**config.mk**
```make
export PLATFORM = sky130hd
export DESIGN_NAME = inst_loader
export DESIGN_NICKNAME = d
export VERILOG_FILES = /design/src/rtl/inst_loader.sv
export SDC_FILE = /design/constraint.sdc
export NUM_CORES = 1
export LEC_CHECK = 0
export ABC_AREA = 1
export CORE_AREA = 2 2 84 126
export DETAILED_ROUTE_END_ITERATION = 7
export DIE_AREA = 0 0 86 128
export GPL_ROUTABILITY_DRIVEN = 0
export PLACE_DENSITY_LB_ADDON = 0.1
export SYNTH_ARGS = -nofsm -noshare
export SYNTH_HDL_FRONTEND = slang
export SYNTH_SLANG_ARGS = --single-unit
```
**constraint.sdc**
```tcl
create_clock -name clk -period 1.8 [get_ports clk]
set_input_delay 0.36 -clock clk [delete_from_list [all_inputs] [get_ports clk]]
set_output_delay 0.36 -clock clk [all_outputs]
set_load 0.02 [all_outputs]
```
**src/rtl/inst_loader.sv**
```systemverilog
// Serial instruction loader: packs a big-endian byte stream into 32-bit words
// and writes them to an instruction memory, keeping a running XOR checksum.
module inst_loader #(
  parameter int DEPTH  = 16,
  parameter int ADDR_W = 4
) (
  input  logic              clk,
  input  logic              rst,
  input  logic              start,
  input  logic [ADDR_W:0]   num_words,
  input  logic [7:0]        byte_in,
  input  logic              byte_valid,
  output logic              byte_ready,
  output logic              wr_en,
  output logic [ADDR_W-1:0] wr_addr,
  output logic [31:0]       wr_data,
  output logic              busy,
  output logic              done,
  output logic              err,
  output logic [31:0]       checksum
);

  typedef enum logic [1:0] {
    IDLE = 2'd0,
    LOAD = 2'd1,
    DONE = 2'd2
  } state_t;

  localparam logic [ADDR_W:0] MAX_WORDS = (ADDR_W+1)'(DEPTH);
  localparam logic [ADDR_W:0] ONE_WORD  = (ADDR_W+1)'(1);

  state_t            state;
  logic [ADDR_W:0]   n_words;
  logic [ADDR_W:0]   word_cnt;
  logic [1:0]        byte_cnt;
  logic [23:0]       partial;

  logic              accept;
  logic              last_word;
  logic              bad_len;
  logic [31:0]       new_word;

  assign accept    = byte_valid & byte_ready;
  assign last_word = (word_cnt + ONE_WORD) == n_words;
  assign bad_len   = (num_words == '0) || (num_words > MAX_WORDS);
  assign new_word  = {partial, byte_in};

  // NOTE: non-blocking assignments throughout so every register samples the
  // pre-edge value of the others, independent of statement order.
  always_ff @(posedge clk) begin
    if (rst) begin
      state      <= IDLE;
      n_words    <= '0;
      word_cnt   <= '0;
      byte_cnt   <= '0;
      partial    <= '0;
      byte_ready <= 1'b0;
      wr_en      <= 1'b0;
      wr_addr    <= '0;
      wr_data    <= '0;
      busy       <= 1'b0;
      done       <= 1'b0;
      err        <= 1'b0;
      checksum   <= '0;
    end else begin
      wr_en <= 1'b0;
      case (state)
        IDLE, DONE: begin
          if (start) begin
            n_words  <= num_words;
            word_cnt <= '0;
            byte_cnt <= '0;
            partial  <= '0;
            checksum <= '0;
            done     <= 1'b0;
            if (bad_len) begin
              err        <= 1'b1;
              state      <= IDLE;
              busy       <= 1'b0;
              byte_ready <= 1'b0;
            end else begin
              err        <= 1'b0;
              state      <= LOAD;
              busy       <= 1'b1;
              byte_ready <= 1'b1;
            end
          end
        end

        LOAD: begin
          if (accept) begin
            byte_cnt <= byte_cnt + 2'd1;
            if (byte_cnt == 2'd3) begin
              // Fourth byte completes the word; the next word's first byte
              // may be accepted while this write strobe is high.
              wr_en    <= 1'b1;
              wr_addr  <= word_cnt[ADDR_W-1:0];
              wr_data  <= new_word;
              checksum <= checksum ^ new_word;
              word_cnt <= word_cnt + ONE_WORD;
              if (last_word) begin
                state      <= DONE;
                busy       <= 1'b0;
                byte_ready <= 1'b0;
                done       <= 1'b1;
              end
            end else begin
              partial <= {partial[15:0], byte_in};
            end
          end
        end

        default: begin
          state      <= IDLE;
          busy       <= 1'b0;
          byte_ready <= 1'b0;
          done       <= 1'b0;
        end
      endcase
    end
  end

endmodule

```
### Yosys cells after proc, flatten, opt, wreduce, memory -nomap -nowiden

Cells that the tools add are included.

| storage, ports and cells | value |
|---|---|
| flip-flop bits (word level) | 110 |
| logic and storage cells | 74 |

| operators by class | value |
|---|---|
| $add $sub $neg | 2 |
| magnitude comparators | 1 |
| equality and inequality tests | 9 |
| muxes and demuxes | 34 |
| bitwise logic cells | 4 |
| reductions and logical operators | 12 |

Operators by type and width:

| cell | number |
|---|---|
| 2-to-1 mux 32 bit | 3 |
| 2-to-1 mux 24 bit | 3 |
| one-hot mux 32 bit (2 select lines) | 1 |
| one-hot mux 24 bit (2 select lines) | 1 |
| bitwise XOR 32 bit | 1 |
| 2-to-1 mux 5 bit | 3 |
| 2-to-1 mux 1 bit | 12 |
| 2-to-1 mux 2 bit | 6 |
| AND reduction 4 bit | 3 |
| != test 2 bit (second input constant) | 5 |
| one-hot mux 5 bit (2 select lines) | 1 |
| one-hot mux 2 bit (2 select lines) | 2 |
| AND reduction 3 bit | 2 |
| adder 5 x 1 -> 5 bit (second input constant) | 1 |
| == test 5 bit | 1 |
| > comparator 5 bit (second input constant) | 1 |
| logical NOT 5 bit | 1 |
| == test 2 bit (second input constant) | 2 |
| one-hot mux 1 bit (2 select lines) | 2 |
| OR reduction 3 bit | 1 |
| adder 2 x 1 -> 2 bit (second input constant) | 1 |
| == test 2 x 1 -> 1 bit (second input constant) | 1 |
| logical NOT 2 bit | 1 |
| inverter 1 bit | 2 |
| other kinds (5) | 5 |

### Depth between registers and ports, before layout

| logic depth | value |
|---|---|
| depth after elaboration | 6 |
| depth in mapped cells | 13 |
| mapped depth without buffers | 13 |

### Worst setup path before layout

Ideal clock, no wire load.

| timing path | value |
|---|---|
| path type | reg-to-reg |
| start point | register done (netlist name) |
| end point | register wr_addr[2] |
| library setup time | 0.119 ns |
| arrival | 1.401 ns |
| required time | 1.681 ns |
| setup slack | 0.280 ns |
| cell stages (with the launch flop) | 12 |
| buffers on the path | 2 |
| period minus slack after synthesis | 1.520 ns |
| cells stage by stage | dfxtp_1 -> inv_1 -> nand2_2 -> inv_2 -> a21oi_2 -> inv_2 -> nor2_4 -> nand2_2 -> inv_2 -> buf_6 -> buf_2 -> a21oi_1 |

RTL lines:

| element | line | text |
|---|---|---|
| end signal, assigned | 97 | `wr_addr <= word_cnt[ADDR_W-1:0];` |
| end, declared | 15 | `output logic [ADDR_W-1:0] wr_addr,` |

==> flow_summary.toml <==
[logic_synthesis]
synth_compound_area_share_pct = 21.69
synth.top_cell.area_share_pct = 50.04
syn_area_um2 = 4360
synth_ff_type = "dfxtp_1"
synth_most_common_cell = "dfxtp_1"
synth_area_leaders = "dfxtp_1 (50%), a21oi_1 (8.6%), inv_1 (6.8%)"
netlist_top_cells_count = "dfxtp_1 (109), inv_1 (79), a21oi_1 (75), nand2_1 (57), nor2_1 (44)"
synthDistinctLibCells = 29
yosys.area_share.simple_pct = 15.24
yosys_warnings = 0
ys_async_sr_fraction_pct = 0
synth_xor_area_share_pct = 0.4017
synthCells = 557
yosysTopAreaCell = "dfxtp_1"
yosys_register_bits = 109
synthAdderAreaFrac_pct = 0.5739
synth_enable_flop_cells = 0
synth_mux_area_share_pct = 0
yosysSeqAreaShare_pct = 50.04
synth_top_family_by_area = "compound AO/OA/AOI/OAI gates"
avgSynthCellArea_um2 = 7.828
synth_fp_nets = 576

[timing]
fmax_ghz = 0.5773
slew_violations = 0
holdWs_ns = 0.4685
setup_viol = 0
hold_violations = 0
slew_headroom_pct = 78.69
worst_pin_slew_ns = 0.3185
period_share_pct = 96.23
rsz0062_at_grt = "no"
skew_ns = 0.003742
finalCriticalPeriod_ns = 1.732

[route]
final_antenna_net_count = 0
drc = 0
dr.pass1.iters = 5
vias = 3915
via_per_inst = 5.131
avgRoutedWirePerCell_um = 14.50
wirelength_um = 11070
drt_iter0_drc = 149

[global_route]
grt_util_met3_pct = 3.863
grt_overflow = 0
grt_pass1_wl_um = 17950
grt_max_degree = 49
busiest_layer = "met2"
grt_use_met1_pct = 24.30
use_met2_pct = 36.66
antenna_found_initial = 0
grt_util_all_layers_pct = 20.69
grt_pass1_vias = 3704

[clock_tree]
root_buffer = "clkbuf_16"
postCtsResizedCells = 0
numCtsBuffers = 9
cts_buffer_depth = 2
clock-sinks = 109
clkSlewWorstSetupHoldPaths_ns = 0.07
cts_max_level = 3
postCtsHoldBufs = 0
cts_tree = "done"
insertion_delay_ns = 0.34
cts_setup_buffers = 0

[critical_path]
reg2reg_from = "word_cnt[1]$_SDFFE_PP0P_"
endpoint_kind = "primary output"
cp-startpoint = "busy$_SDFFE_PP0P_"
crit_buf_inv = 1
crit_family = "buffers and inverters"
required_ns = 1.44
cp_data_arrival_time_ns = 1.37
cp_slowest_stage_delay_ns = 0.63
setup.worst_path.start_class = "flop"
path_max_fanout = 5
path_class = "reg2out"
path_cells = "clkdlybuf4s50_1"
crit_slowest_cell = "clkdlybuf4s50_1"

[power_and_ir_drop]
power.leakage_nw = 2.169
max-vdd-ir-drop_mv = 0.5625
powerDensity_nw_per_um2 = 924.2
power_mw = 5.251

[cells_and_area]
areaGrowthSynthToFinish_pct = 30.30
drive_gt1_share_pct = 7.121
instances_no_fill = 763
design_area_um2 = 5682
num_antenna_cells = 0
fin_util_pct = 57.01
multiInputGateArea_um2 = 1668
regArea_um2 = 2183
fin_nets = 661
nFillCells = 941

[placed_design]
io_buffers = 89
dpl.cell_count = 748
placed_area_um2 = 5415
dpl.hpwl_um = 7915

[hold_path]
hp-start = "checksum[15]$_SDFFE_PP0P_"
hold_path.class = "reg2reg"

[flow_run]
max_cap_violations = 0

[floorplan]
ios = 90
die_y_um = 128
coreArea_um2 = 9966
row_count = 45
start_util_pct = 43.75
die_area_um2 = 11010
die_x_um = 86

[outcome]
status = "completed"
## layout by cell type (no fill, tap or decap)
master           count
dfxtp_2              1
clkinv_2             2
nand2_1             57
clkbuf_1             3
xor2_1               1
nor2_4               1
o21ai_0             36
nor3b_2              1
o21ai_4              1
nor3b_1              3
nor2_2               1
nand2_2              3
buf_12               6
nand3_2              1
inv_1               79
a211oi_1            24
nor3_1              28
a21oi_2              1
or2_2                1
clkbuf_16            9
buf_4               14
xnor2_1              1
inv_2                3
o211ai_1             1
nand3_1             10
nor4_1               1
a21oi_1             75
nand4_1              2
ha_1                 2
o21ai_1             37
dfxtp_1            108
clkbuf_8             1
nor2_1              43
clkdlybuf4s50_1     89
## cell type report
class                           count  area share (%)
Clock buffer                       13           4.404
Clock inverter                      2          0.1762
Inverter                           82           5.417
Multi-Input combinational cell    331           29.35
Sequential cell                   109           38.43
Tap cell                          117           2.577
Timing Repair Buffer              109           19.64
## final timing paths
kind / cells after the start / end / slack [ns]
setup reg to reg: 12 / state[0]$_SDFFE_PP0P_ / 0.19
hold / removal: 1 / checksum[15]$_SDFFE_PP0P_ / 0.47
setup / recovery: 1 / byte_ready / 0.07
hold reg to reg: 1 / checksum[15]$_SDFFE_PP0P_ / 0.47
## cells by family (layout without fill, tap and decap cells)
group                    count (synthesis)  after routing
XOR/XNOR                                 2              2
adder cells (fa/ha/maj)                  2              2
flip-flops                             109            109
buffers and inverters                  117            206
AND/OR/NAND/NOR                        152            152
AO/OA/AOI/OAI                          175            175
## state kept, by name, summed over array words and instances (netlist names), 2 cells and up
signal	flops
word_cnt	5
byte_cnt	2
wr_addr	4
checksum	32
wr_data	32
partial	24
n_words	5
## power by group
part / switching (mW) / internal [mW] / total (mW)
Sequential: 0.0731 / 2.54 / 2.62
Combinational: 0.494 / 0.346 / 0.840
Clock: 0.830 / 0.966 / 1.80
Total: 1.40 / 3.85 / 5.25
## routing by layer
| metal | wire length, um | part of all wire, % | up-vias |
|---|---|---|---|
| li1 | - | - | 2010 |
| met1 | 4640 | 42 | 1819 |
| met4 | 218 | 2.0 | 0 |
| met3 | 431 | 3.9 | 16 |
| met5 | 0 | 0 | - |
| met2 | 5776 | 52 | 70 |
## stage by stage
| step | setup slack, ns | setup TNS, ns |
|---|---|---|
| after floorplan | 0.2795 | 0 |
| after global placement | -0.1290 | -4.382 |
| after detailed placement | -0.1479 | -5.920 |
| after CTS | 0.05871 | 0 |
| after global routing | 0.02022 | 0 |
| final | 0.06785 | 0 |
No activity file was read; power rests on OpenSTA's default activity.
